## src/rtl/collision_pkg.sv

```systemverilog
// Shared map geometry, collision codes and map-content helpers for collision_detect.
package collision_pkg;

  localparam int unsigned MAP_W     = 40;
  localparam int unsigned MAP_H     = 30;
  localparam int unsigned MAP_CELLS = MAP_W * MAP_H;
  localparam int unsigned X_W       = 6;
  localparam int unsigned Y_W       = 5;
  localparam int unsigned IDX_W     = 11;
  localparam int unsigned COLL_W    = 4;
  localparam int unsigned CNT_W     = 33;
  localparam int unsigned START_X   = 20;
  localparam int unsigned START_Y   = 20;

  localparam logic [COLL_W-1:0] COLL_NONE   = 4'b0000;
  localparam logic [COLL_W-1:0] COLL_WALL   = 4'b0001;
  localparam logic [COLL_W-1:0] COLL_PILL   = 4'b0010;
  localparam logic [COLL_W-1:0] COLL_GHOST1 = 4'b0100;
  localparam logic [COLL_W-1:0] COLL_GHOST2 = 4'b1000;

  // Off-map coordinates count as wall so wrapped moves are rejected.
  function automatic logic is_wall(input logic [X_W-1:0] x, input logic [Y_W-1:0] y);
    logic off_map;
    logic border;
    logic inner;
    off_map = (x >= X_W'(MAP_W)) || (y >= Y_W'(MAP_H));
    border  = (x == X_W'(0)) || (x == X_W'(MAP_W - 1)) ||
              (y == Y_W'(0)) || (y == Y_W'(MAP_H - 1));
    inner   = (y[1:0] == 2'b10) && (y <= Y_W'(26)) &&
              (x >= X_W'(3)) && (x <= X_W'(36)) && ((x % X_W'(6)) != X_W'(0));
    return off_map || border || inner;
  endfunction

  function automatic logic [IDX_W-1:0] cell_idx(input logic [X_W-1:0] x, input logic [Y_W-1:0] y);
    return IDX_W'(y) * IDX_W'(MAP_W) + IDX_W'(x);
  endfunction

  function automatic logic init_pill(input logic [X_W-1:0] x, input logic [Y_W-1:0] y);
    return !is_wall(x, y) && !((x == X_W'(START_X)) && (y == Y_W'(START_Y)));
  endfunction

  function automatic logic [MAP_CELLS-1:0] init_map();
    logic [MAP_CELLS-1:0] m;
    m = '0;
    for (int unsigned yy = 0; yy < MAP_H; yy++) begin
      for (int unsigned xx = 0; xx < MAP_W; xx++) begin
        m[cell_idx(X_W'(xx), Y_W'(yy))] = init_pill(X_W'(xx), Y_W'(yy));
      end
    end
    return m;
  endfunction

endpackage

```

## src/rtl/collision_detect_pill_map.sv

```systemverilog
// One pill bit per map cell; async restore to the start-of-game pattern on reset.
module pill_map
  import collision_pkg::*;
(
  input  logic             clk,
  input  logic             rst_n,
  input  logic [X_W-1:0]   rd_x,
  input  logic [Y_W-1:0]   rd_y,
  output logic             rd_pill_c,
  input  logic [X_W-1:0]   clr_x,
  input  logic [Y_W-1:0]   clr_y,
  input  logic             clr_en
);

  localparam logic [MAP_CELLS-1:0] INIT_MAP = init_map();

  logic [MAP_CELLS-1:0] map_q;
  logic [MAP_CELLS-1:0] map_d;
  logic [IDX_W-1:0]     rd_idx;
  logic [IDX_W-1:0]     clr_idx;

  assign rd_idx  = cell_idx(rd_x, rd_y);
  assign clr_idx = cell_idx(clr_x, clr_y);

  // Indices past the last cell can arise from off-map coordinates; read them as empty.
  assign rd_pill_c = (rd_idx < IDX_W'(MAP_CELLS)) ? map_q[rd_idx] : 1'b0;

  always_comb begin
    map_d = map_q;
    if (clr_en && (clr_idx < IDX_W'(MAP_CELLS))) begin
      map_d[clr_idx] = 1'b0;
    end
  end

  always_ff @(posedge clk or negedge rst_n) begin
    if (!rst_n) begin
      map_q <= INIT_MAP;
    end else begin
      map_q <= map_d;
    end
  end

endmodule

```

## src/rtl/collision_detect.sv

```systemverilog
// Classifies Pac-Man's candidate cell (wall/ghost/pill/empty) and counts pills eaten.
module collision_detect
  import collision_pkg::*;
(
  input  logic              CLOCK_50,
  input  logic              reset,
  input  logic [X_W-1:0]    next_pacman_x,
  input  logic [Y_W-1:0]    next_pacman_y,
  input  logic [X_W-1:0]    next_ghost1_x,
  input  logic [Y_W-1:0]    next_ghost1_y,
  input  logic [X_W-1:0]    next_ghost2_x,
  input  logic [Y_W-1:0]    next_ghost2_y,
  output logic [COLL_W-1:0] collision_type,
  output logic [CNT_W-1:0]  pill_count
);

  logic [COLL_W-1:0] coll_q;
  logic [COLL_W-1:0] coll_d;
  logic [CNT_W-1:0]  count_q;
  logic [CNT_W-1:0]  count_d;
  logic              in_range_c;
  logic              wall_c;
  logic              ghost1_c;
  logic              ghost2_c;
  logic              pill_c;
  logic              eat_c;

  assign in_range_c = (next_pacman_x < X_W'(MAP_W)) && (next_pacman_y < Y_W'(MAP_H));
  assign wall_c     = !in_range_c || is_wall(next_pacman_x, next_pacman_y);
  assign ghost1_c   = (next_pacman_x == next_ghost1_x) && (next_pacman_y == next_ghost1_y);
  assign ghost2_c   = (next_pacman_x == next_ghost2_x) && (next_pacman_y == next_ghost2_y);

  pill_map u_pill_map (
    .clk       (CLOCK_50),
    .rst_n     (reset),
    .rd_x      (next_pacman_x),
    .rd_y      (next_pacman_y),
    .rd_pill_c (pill_c),
    .clr_x     (next_pacman_x),
    .clr_y     (next_pacman_y),
    .clr_en    (eat_c)
  );

  // Fixed priority: wall, ghost1, ghost2, pill; only a pill result consumes.
  always_comb begin
    coll_d = COLL_NONE;
    eat_c  = 1'b0;
    if (wall_c) begin
      coll_d = COLL_WALL;
    end else if (ghost1_c) begin
      coll_d = COLL_GHOST1;
    end else if (ghost2_c) begin
      coll_d = COLL_GHOST2;
    end else if (pill_c) begin
      coll_d = COLL_PILL;
      eat_c  = 1'b1;
    end
    count_d = count_q + CNT_W'(eat_c);
  end

  always_ff @(posedge CLOCK_50 or negedge reset) begin
    if (!reset) begin
      coll_q  <= COLL_NONE;
      count_q <= '0;
    end else begin
      coll_q  <= coll_d;
      count_q <= count_d;
    end
  end

  assign collision_type = coll_q;
  assign pill_count     = count_q;

endmodule

```

## config.mk

```make
export PLATFORM = sky130hd
export DESIGN_NAME = collision_detect
export DESIGN_NICKNAME = d
export VERILOG_FILES = /design/src/rtl/collision_pkg.sv /design/src/rtl/collision_detect_pill_map.sv /design/src/rtl/collision_detect.sv
export SDC_FILE = /design/constraint.sdc
export NUM_CORES = 2
export LEC_CHECK = 0
export CORE_ASPECT_RATIO = 1.1
export CORE_MARGIN = 2
export CORE_UTILIZATION = 51
export DETAILED_ROUTE_END_ITERATION = 8
export PLACE_DENSITY_LB_ADDON = 0.08
export SYNTH_ARGS = -nofsm -noshare
export SYNTH_HDL_FRONTEND = slang
export SYNTH_SLANG_ARGS = --single-unit
```

## constraint.sdc

```tcl
create_clock -name CLOCK_50 -period 5.5 [get_ports CLOCK_50]
set_clock_uncertainty 0.1 [all_clocks]
set_input_delay 1.1 -clock CLOCK_50 [delete_from_list [all_inputs] [get_ports CLOCK_50]]
set_output_delay 1.1 -clock CLOCK_50 [all_outputs]
set_load 0.05 [all_outputs]
```

==> impl_metrics.tcl <==
set metrics [dict create \
    status "finished clean" \
    reg2reg_slack_ns 1.29 \
    syn_area_um2 57510 \
    postRouteAntennaNets 0 \
    crit_type "input port to flip-flop" \
    synth_edf_count 0 \
    total_power_uw 21410 \
    critPathCaptureType "flip-flop" \
    synth_nets 4522 \
    drt_wl_total_um 187600 \
    start_kind "input port" \
    yosysTopAreaCell "dfstp_2" \
    dp_hpwl_um 114200 \
    clk_pin_slew_ns 0.06 \
    num_io_pins 72 \
    first_pass_iters 5 \
    critical_path_depth 26 \
    slew_viol_final 0 \
    async_flop_share_pct 100.0 \
    worstRegToRegCells 21 \
    cts_tree "done" \
    synth_top_area_share_pct 39.61 \
    final-setup-viol-count 0 \
    reg2reg_from "u_pill_map.map_q[115]$_DFFE_PN0P_" \
    max_freq_mhz 187.0 \
    yosys_warnings 0 \
    arrival_ns 5.88 \
    viasPerCell 6.704 \
    syn_to_final_growth_pct 18.77 \
    wl_per_cell_um 29.81 \
    syn_inst 4472 \
    p_int_uw 15320 \
    gp_congestion 0.8703 \
    vias 42193 \
    hold_viol 0 \
    num-nets-final 4727 \
    die_w_um 324.2 \
    power_density_nw_per_um2 313.4 \
    grt_max_degree 172 \
    ys_ff_latch 1237 \
    pwr-share-clk_pct 42.4 \
    initial_core_util_pct 51.27 \
    post-synth-top-count-cell "o31a_1" \
    max_cap_viol_count 0 \
    drt-initial-drc-count 4325 \
    yosysSeqAreaShare_pct 55.71 \
    holdCritPathClass "input port to async pin" \
    vdd_drop_max_mv 0.2618 \
    cp_slowest_cell "fa_2" \
    drive_gt1_share_pct 37.09 \
    core_um2 112200 \
    final_core_util_pct 60.89 \
    timing.rr.end "pill_count[28]$_DFF_PN0_" \
    cts.sinks 1237 \
    synth_ff_type "dfstp_2" \
    cts_buffers 135 \
    startpoint "next_pacman_x[3]" \
    yosys-top-cells-count "o31a_1 (945), dfstp_2 (867), mux2i_1 (467), dfrtp_1 (370), nand2_1 (306)" \
    antenna_found_initial 3 \
    track_usage_pct 32.51 \
    synth.area.top_cells "dfstp_2 (40%), dfrtp_1 (16%), o31a_1 (14%)" \
    insertion_delay_ns 0.78 \
    seqPwrFrac_pct 42.8 \
    clockBufferDepth 3 \
    period_needed_ns 5.347 \
    drc_errors 0 \
    dieArea_um2 115500 \
    root_buffer "clkbuf_16" \
    cp_data_required_time_ns 6.03 \
    leakage_uw 0.02619 \
    power.switching_uw 6090 \
    relSlewSlack_pct 29.26 \
    cts_max_level 4 \
    tightest_slew_ns 1.059 \
    cp-endpoint "pill_count[28]$_DFF_PN0_" \
    swShare_pct 28.45 \
    worst-path-buf-inv 9 \
    period_share_pct 97.22 \
    overflow 0 \
    grt_pass1_wl_um 280900 \
    diodes 0 \
    pwr-share-comb_pct 14.7 \
    rows 129 \
    crit_top_cell "buf_6" \
    first_global_vias 42029 \
    synth_cell_types 62 \
    die_height_um 356.2 \
    io_buffers 71 \
    critPathMaxStageDelay_ns 0.57 \
    synth_area_per_cell_um2 12.86 \
    cpLargestDelayFamily "buffers and inverters" \
    cp_max_fo 11 \
]
[logic make-up (layout without fill, tap and decap cells)]
logic type	count (synthesis)	after routing	share of synthesized area, %
muxes	541	541	10.89
xor gates and xnor gates	64	64	0.9986
DFF	1237	1237	55.71
and+or+nand+nor	577	577	4.686
buffers and inverters	527	843	4.393
AOI/OAI and AO/OA	1511	1511	22.97
adders and majority gates	15	15	0.3525
[worst min-delay path by stage]
stage	end	slack, ns	cells past startpoint
finish	u_pill_map.map_q[15]$_DFFE_PN0P_	0.17	1
global route	u_pill_map.map_q[15]$_DFFE_PN0P_	0.26	1
CTS	u_pill_map.map_q[200]$_DFFE_PN0P_	0.27	1
detailed placement	u_pill_map.map_q[1111]$_DFFE_PN1P_	0.35	1
global placement	u_pill_map.map_q[312]$_DFFE_PN1P_	0.34	1
floorplan	u_pill_map.map_q[1027]$_DFFE_PN1P_	0.34	1
[worst reg2reg max path, delay by kind of cell, from the launching register on]
kind | cells | cell delay [ns]
flip-flops | 1 | 0.39
AO/OA/AOI/OAI | 5 | 1.18
XOR/XNOR | 1 | 0.14
multiplexers | 1 | 0.50
buffers and inverters | 5 | 0.78
AND/OR/NAND/NOR | 7 | 0.63
adder cells (fa/ha/maj) | 2 | 0.33
[cell type report]
class / instances / area, um2
flip-flops and latches: 1237 / 32040
inverters: 9 / 33.78
fillers: 8883 / 43870
repair buffers: 586 / 6404
multi-input cells: 2708 / 23520
well taps: 1506 / 1884
clock inverters: 32 / 290.3
clock buffers: 216 / 4131
[layer usage]
| layer | routed length (um) | part of all wire, % | track usage, % | vias to the layer above |
|---|---|---|---|---|
| met5 | 16 | 0.0085 | 0 | - |
| met4 | 7170 | 3.8 | 12.53 | 2 |
| met3 | 12590 | 6.7 | 5.960 | 369 |
| met2 | 87570 | 47 | 50.92 | 1504 |
| met1 | 80250 | 43 | 45.09 | 22348 |
| li1 | - | - | - | 17970 |
[power by group through the flow]
stage | logic, uW | registers, uW | clock network, uW
after floorplan | 1600 | 9360 | 0
after global routing | 3300 | 9170 | 9600
after CTS | 3060 | 9170 | 9230
after global placement | 2990 | 9310 | 0
after detailed placement | 2980 | 9310 | 0
final | 3150 | 9170 | 9080
[registers in the layout (all words and copies together), names as in the netlist]
| name | cells |
|---|---|
| u_pill_map.map_q | 1200 |
| collision_type | 4 |
| pill_count | 33 |
[cell usage in the layout (no fill, tap or decap), drive strengths merged, types with 6 or more instances in the layout]
| cell type | count |
|---|---|
| o31a | 945 |
| dfstp | 867 |
| buf | 519 |
| mux2i | 467 |
| dfrtp | 370 |
| nand2 | 306 |
| o41a | 257 |
| o22ai | 219 |
| clkbuf | 216 |
| mux4 | 67 |
| clkdlybuf4s50 | 63 |
| nor2 | 62 |
| nor4 | 58 |
| nand3 | 49 |
| xor2 | 36 |
| xnor2 | 27 |
| clkinv | 23 |
| a22oi | 20 |
| nor3 | 19 |
| nand4 | 14 |
| inv | 14 |
| a21oi | 13 |
| ha | 13 |
| nor2b | 10 |
| nand2b | 10 |
| a22o | 8 |
| o21ai | 8 |
| a31oi | 7 |
| mux2 | 7 |
| a221oi | 7 |
| nand4bb | 6 |
| and3 | 6 |
[stage by stage]
step           std cells  setup WS, ns  hold WS, ns  setup TNS [ns]  cell area (um2)
6_report            6294        0.1526       0.1745               0            68300
5_1_grt             6294      -0.02330       0.2551        -0.05129            68300
4_1_cts             6288      0.009060       0.2653               0            68100
3_5_place_dp        6014        -1.165       0.3462        -1084.63            63120
3_3_place_gp        6014        -1.174       0.3424        -1054.85            63120
2_1_floorplan       4472       0.01515       0.3384               0            57570
[what timing repair did]
action                                  CTS  global route
endpoints found under the setup margin  957           364
resized for setup                        65            32
gates cloned                              2             0
setup buffers                            25             6
pin swaps                                26            15
hold buffers                              0             0
No activity file was read; power rests on OpenSTA's default activity.
